==> src/rtl/alu_pkg.sv <==
// Shared ALU result types: flag bit positions, flag struct and FIFO entry layout.
package alu_pkg;
  localparam int ALU_WIDTH = 8;

  localparam int FLAG_N = 3;
  localparam int FLAG_Z = 2;
  localparam int FLAG_C = 1;
  localparam int FLAG_V = 0;

  typedef struct packed {
    logic n;
    logic z;
    logic c;
    logic v;
  } alu_flags_t;

  typedef struct packed {
    logic [ALU_WIDTH-1:0] diff;
    alu_flags_t           flags;
  } res_entry_t;
endpackage

==> src/rtl/sub_flag_gen.sv <==
// Combinational N/Z/C/V derivation for a - b, using the subtractor's own difference.
module sub_flag_gen
  import alu_pkg::*;
(
  input  logic [ALU_WIDTH-1:0] a,
  input  logic [ALU_WIDTH-1:0] b,
  input  logic [ALU_WIDTH-1:0] diff,
  output alu_flags_t           flags
);
  localparam int MSB = ALU_WIDTH - 1;

  always_comb begin
    flags   = '0;
    flags.n = diff[MSB];
    flags.z = (diff == '0);
    // C is "no borrow": the subtractor has no carry-out, so compare directly
    flags.c = (a >= b);
    flags.v = (a[MSB] != b[MSB]) & (diff[MSB] != a[MSB]);
  end
endmodule

==> src/rtl/subtractor_result_stage.sv <==
// Registered result stage behind the 8-bit subtractor: flags + 2-entry skid FIFO.
// Optional STICKY_V_EN adds a sticky overflow bit with synchronous clear.
module subtractor_result_stage
  import alu_pkg::*;
#(
  parameter int WIDTH = ALU_WIDTH,
  parameter int DEPTH = 2
) (
  input  logic             clk,
  input  logic             rst_n,
  input  logic             in_valid,
  output logic             in_ready,
  input  logic [WIDTH-1:0] in_a,
  input  logic [WIDTH-1:0] in_b,
  input  logic [WIDTH-1:0] in_diff,
  output logic             out_valid,
  input  logic             out_ready,
  output logic [WIDTH-1:0] out_diff,
  output logic [3:0]       out_flags
`ifdef STICKY_V_EN
  ,
  output logic             sticky_v,
  input  logic             sticky_clr
`endif
);
  localparam logic [1:0] FULL = 2'(DEPTH);

  res_entry_t mem [2];
  logic       wr_ptr, rd_ptr;
  logic [1:0] cnt, cnt_nxt;
  logic       push, pop;
  alu_flags_t in_flags;
  res_entry_t head;

  sub_flag_gen u_flag_gen (
    .a     (in_a),
    .b     (in_b),
    .diff  (in_diff),
    .flags (in_flags)
  );

  assign push      = in_valid & in_ready;
  assign out_valid = (cnt != 2'd0);
  assign pop       = out_valid & out_ready;

  always_comb begin
    cnt_nxt = cnt;
    case ({push, pop})
      2'b10:   cnt_nxt = cnt + 2'd1;
      2'b01:   cnt_nxt = cnt - 2'd1;
      default: cnt_nxt = cnt;
    endcase
  end

  always_ff @(posedge clk or negedge rst_n) begin
    if (!rst_n) begin
      cnt      <= '0;
      wr_ptr   <= 1'b0;
      rd_ptr   <= 1'b0;
      in_ready <= 1'b1;
      mem[0]   <= '0;
      mem[1]   <= '0;
    end else begin
      cnt      <= cnt_nxt;
      in_ready <= (cnt_nxt != FULL);
      if (push) begin
        mem[wr_ptr] <= '{diff: in_diff, flags: in_flags};
        wr_ptr      <= ~wr_ptr;
      end
      if (pop) rd_ptr <= ~rd_ptr;
    end
  end

  // When empty the slot behind rd_ptr is the last popped entry; no push can
  // land there before the FIFO becomes non-empty again, so it holds the value.
  assign head      = out_valid ? mem[rd_ptr] : mem[~rd_ptr];
  assign out_diff  = head.diff;
  assign out_flags = head.flags;

`ifdef STICKY_V_EN
  always_ff @(posedge clk or negedge rst_n) begin
    if (!rst_n)                  sticky_v <= 1'b0;
    else if (push && in_flags.v) sticky_v <= 1'b1;
    else if (sticky_clr)         sticky_v <= 1'b0;
  end
`endif
endmodule

==> config.mk <==
export PLATFORM = sky130hd
export DESIGN_NAME = subtractor_result_stage
export DESIGN_NICKNAME = d
export VERILOG_FILES = /design/src/rtl/alu_pkg.sv /design/src/rtl/sub_flag_gen.sv /design/src/rtl/subtractor_result_stage.sv
export SDC_FILE = /design/constraint.sdc
export NUM_CORES = 1
export LEC_CHECK = 0
export CAP_MARGIN = 40
export CORE_MARGIN = 2
export CORE_UTILIZATION = 52
export CTS_BUF_LIST = sky130_fd_sc_hd__clkbuf_4
export CTS_CLUSTER_DIAMETER = 100
export DETAILED_ROUTE_END_ITERATION = 12
export PLACE_DENSITY = 0.87
export SLEW_MARGIN = 20
export SYNTH_ARGS = -nofsm -noshare
export SYNTH_HDL_FRONTEND = slang
export SYNTH_SLANG_ARGS = --single-unit
==> constraint.sdc <==
create_clock -name clk -period 3.9 [get_ports clk]
set_input_delay 0.78 -clock clk [delete_from_list [all_inputs] [get_ports clk]]
set_output_delay 0.78 -clock clk [all_outputs]
set_load 0.03 [all_outputs]
==> impl_metrics.ini <==
[global_routing]
grt_pass1_wl_um = 4940
antenna_found_initial = 0
grt_usage_pct = 19.9
use_met3_pct = 3.23
grt.overflow.total = 0
grt_pass1_vias = 1138
use_met2_pct = 37.9
busiest_layer = met2
grt_max_degree = 28
gr-usage-met1_pct = 22.3

[power_and_ir_drop]
p_sw_share_pct = 41.5
powerDensity_nw_per_um2 = 890
p_seq_share_pct = 29.3
internal-power_mw = 0.987
pwr-share-clk_pct = 7.5
peakVddDrop_uv = 789
p_sw_mw = 0.701
combPwrFrac_pct = 63.2
p_total_mw = 1.69
p_leak_nw = 0.911

[yosys]
yosysUniqueCellTypes = 30
ys_warn_count = 0
postSynthRegisterBits = 27
synth_area_um2 = 1440
yosysSeqAreaShare_pct = 46.9
syn_inst = 133
syn_area_per_cell_um2 = 10.8
synth_fp_nets = 170

[setup_path]
r2r_end = in_ready$_DFF_PN1_
crit_path_max_fanout = 11
critPathRequiredTime_ns = 3.12
r2r_cells = 6
cp.arrival_ns = 2.41
r2r_setup_slack_ns = 2.20
end_kind = output port
path_class = flop to output port
crit_path_start_kind = flop
r2r_start = cnt[0]$_DFF_PN0_

[drt]
ant_nets = 0
dr.pass1.iters = 4
wl_per_cell_um = 14.1
vias = 1089
drt_iter0_markers = 29
viasPerCell = 5.29
totalWireLength_um = 2910
drcViolationCount = 0

[floorplanning]
die_y_um = 56.7
die_w_um = 56.7
num_rows = 19
io_pins = 42
die_area_um2 = 3210
start_util_pct = 53.7
core_um2 = 2690

[timing]
slew_headroom_pct = 52.1
fin_crit_sh_pct = 81.7
finalSetupTns_ns = 0
rsz0062_at_grt = no
max_freq_mhz = 314
slew_violations = 0
hold_viol_final = 0
period_minus_slack_ns = 3.19
worstMarginPinSlew_ns = 0.716
hold-worst-slack_ns = 0.433
fin_skew_ns = 0.00315
setup_viol = 0

[job]
max_cap_violations = 0

[cells_and_area]
final_nets = 213
drive_gt1_share_pct = 17.1
antennaDiodeCount = 0
syn2layout_area_growth_pct = 31.5

[clock_network]
post-cts-setup-buffers = 0
path_clk_slew_ns = 0.14
cts_tree = built
cts.htree.levels = 1
clock_latency_ns = 0.32
clock_sinks = 27
cts_hold_buf = 0
ctsResizeCount = 0
numCtsBuffers = 3
root_buffer = clkbuf_4
clockBufferDepth = 2

[outcome]
status = complete, no violations

[place]
hpwl_um = 2310
io_buffers = 41
gp_congestion = 0.733

[hold_path]
min-delay-path-class = input pin to async pin
## per-layer routing
metal / up-vias / routed length, um
li1: 526 / -
met1: 521 / 1160
met2: 37 / 1530
met3: 5 / 180
met4: 0 / 41
met5: - / 0
## state kept, by name, summed over array words and instances, names as in the netlist
register  flops
wr_ptr        1
cnt           2
rd_ptr        1
mem          22
in_ready      1
## power groups by stage
stage	clock network, mW	logic, mW	registers [mW]
2_1_floorplan	0	0.761	0.483
3_3_place_gp	0	1.05	0.486
3_5_place_dp	0	1.08	0.500
4_1_cts	0.127	1.08	0.494
5_1_grt	0.135	1.14	0.512
6_report	0.126	1.07	0.494
## layout make-up
cell class                      count  area (um2)
Clock buffer                        4        30.0
Fill cell                         206         790
Inverter                            9        33.8
Multi-Input combinational cell     93         704
Sequential cell                    27         677
Tap cell                           31        38.8
Timing Repair Buffer               42         413
## through the flow
stage          setup WS (ns)  instance area, um2  util (%)  std cells
2_1_floorplan           1.52                1440         -        133
3_3_place_gp            1.14                1870      69.7        202
3_5_place_dp            1.09                1870      69.5        202
4_1_cts                0.702                1900      70.6        206
5_1_grt                0.626                1900      70.6        206
6_report               0.712                1900      70.6        206
## cells in the final DEF, fill, tap and decap left out
master           netlist  layout
mux2_2                 9       9
or3_1                  1       1
nor3_1                 1       1
buf_4                  1       1
nand3_1                1       1
ha_1                   9       9
a221oi_1               1       1
nand2_1               33      33
a31oi_1                2       2
xnor2_1                1       1
inv_1                  9       9
xor2_2                 1       1
mux2_4                10      10
dfstp_2                1       1
or2_4                  1       1
or2_2                  1       1
clkbuf_4               0       4
nor2_1                 4       4
o21ai_0                4       4
a2111oi_0              1       1
and2_2                 1       1
o211ai_1               1       1
nand2b_1               2       2
nor4_1                 2       2
a21o_1                 1       1
buf_2                  1       1
and3_1                 2       2
clkdlybuf4s50_1        0      40
dfrtp_1               26      26
xor2_1                 4       4
## synthesized netlist by cell type, drive strengths merged
cell	number	area, um2
a21o	1	7.51
dfrtp	26	651
ha	9	113
or2	2	15.0
a221oi	1	8.76
a31oi	2	12.5
nor4	2	12.5
o21ai	4	20.0
clkbuf	1	3.75
buf	3	23.8
nand2b	2	12.5
and2	1	7.51
nor3	1	5.00
a2111oi	1	8.76
nand2	33	124
or3	1	6.26
inv	9	33.8
dfstp	1	26.3
nor2	4	15.0
mux2	19	251
and3	2	12.5
nand3	1	5.00
xnor2	1	8.76
xor2	5	51.3
o211ai	1	7.51
## worst max-delay path, cell delays in order (launching register included)
cell,delay (ns)
dfrtp_1,0.44
or2_4,0.28
xor2_2,0.13
buf_4,0.26
mux2_2,0.37
clkdlybuf4s50_1,0.60
## worst max-delay path by stage
stage,startpoint,endpoint,slack [ns],depth (start not counted)
after floorplan,cnt[0]$_DFF_PN0_,out_flags[3],1.52,5
after global placement,cnt[0]$_DFF_PN0_,out_flags[0],1.14,5
after detailed placement,cnt[0]$_DFF_PN0_,out_flags[0],1.09,5
after CTS,cnt[0]$_DFF_PN0_,out_flags[0],0.70,5
after global routing,cnt[0]$_DFF_PN0_,out_flags[0],0.63,5
final,cnt[0]$_DFF_PN0_,out_flags[0],0.71,5
## cells by family (layout without fill, tap and decap cells)
logic type | after synthesis | after routing | share of synthesized area (%)
xor+xnor | 6 | 6 | 4.16
simple gates | 49 | 49 | 14.9
mux | 19 | 19 | 17.4
fa+ha+maj | 9 | 9 | 7.81
flops | 27 | 27 | 46.9
buf+inv | 13 | 55 | 4.25
compound gates | 10 | 10 | 4.51
(Power assumes the default switching activity.)
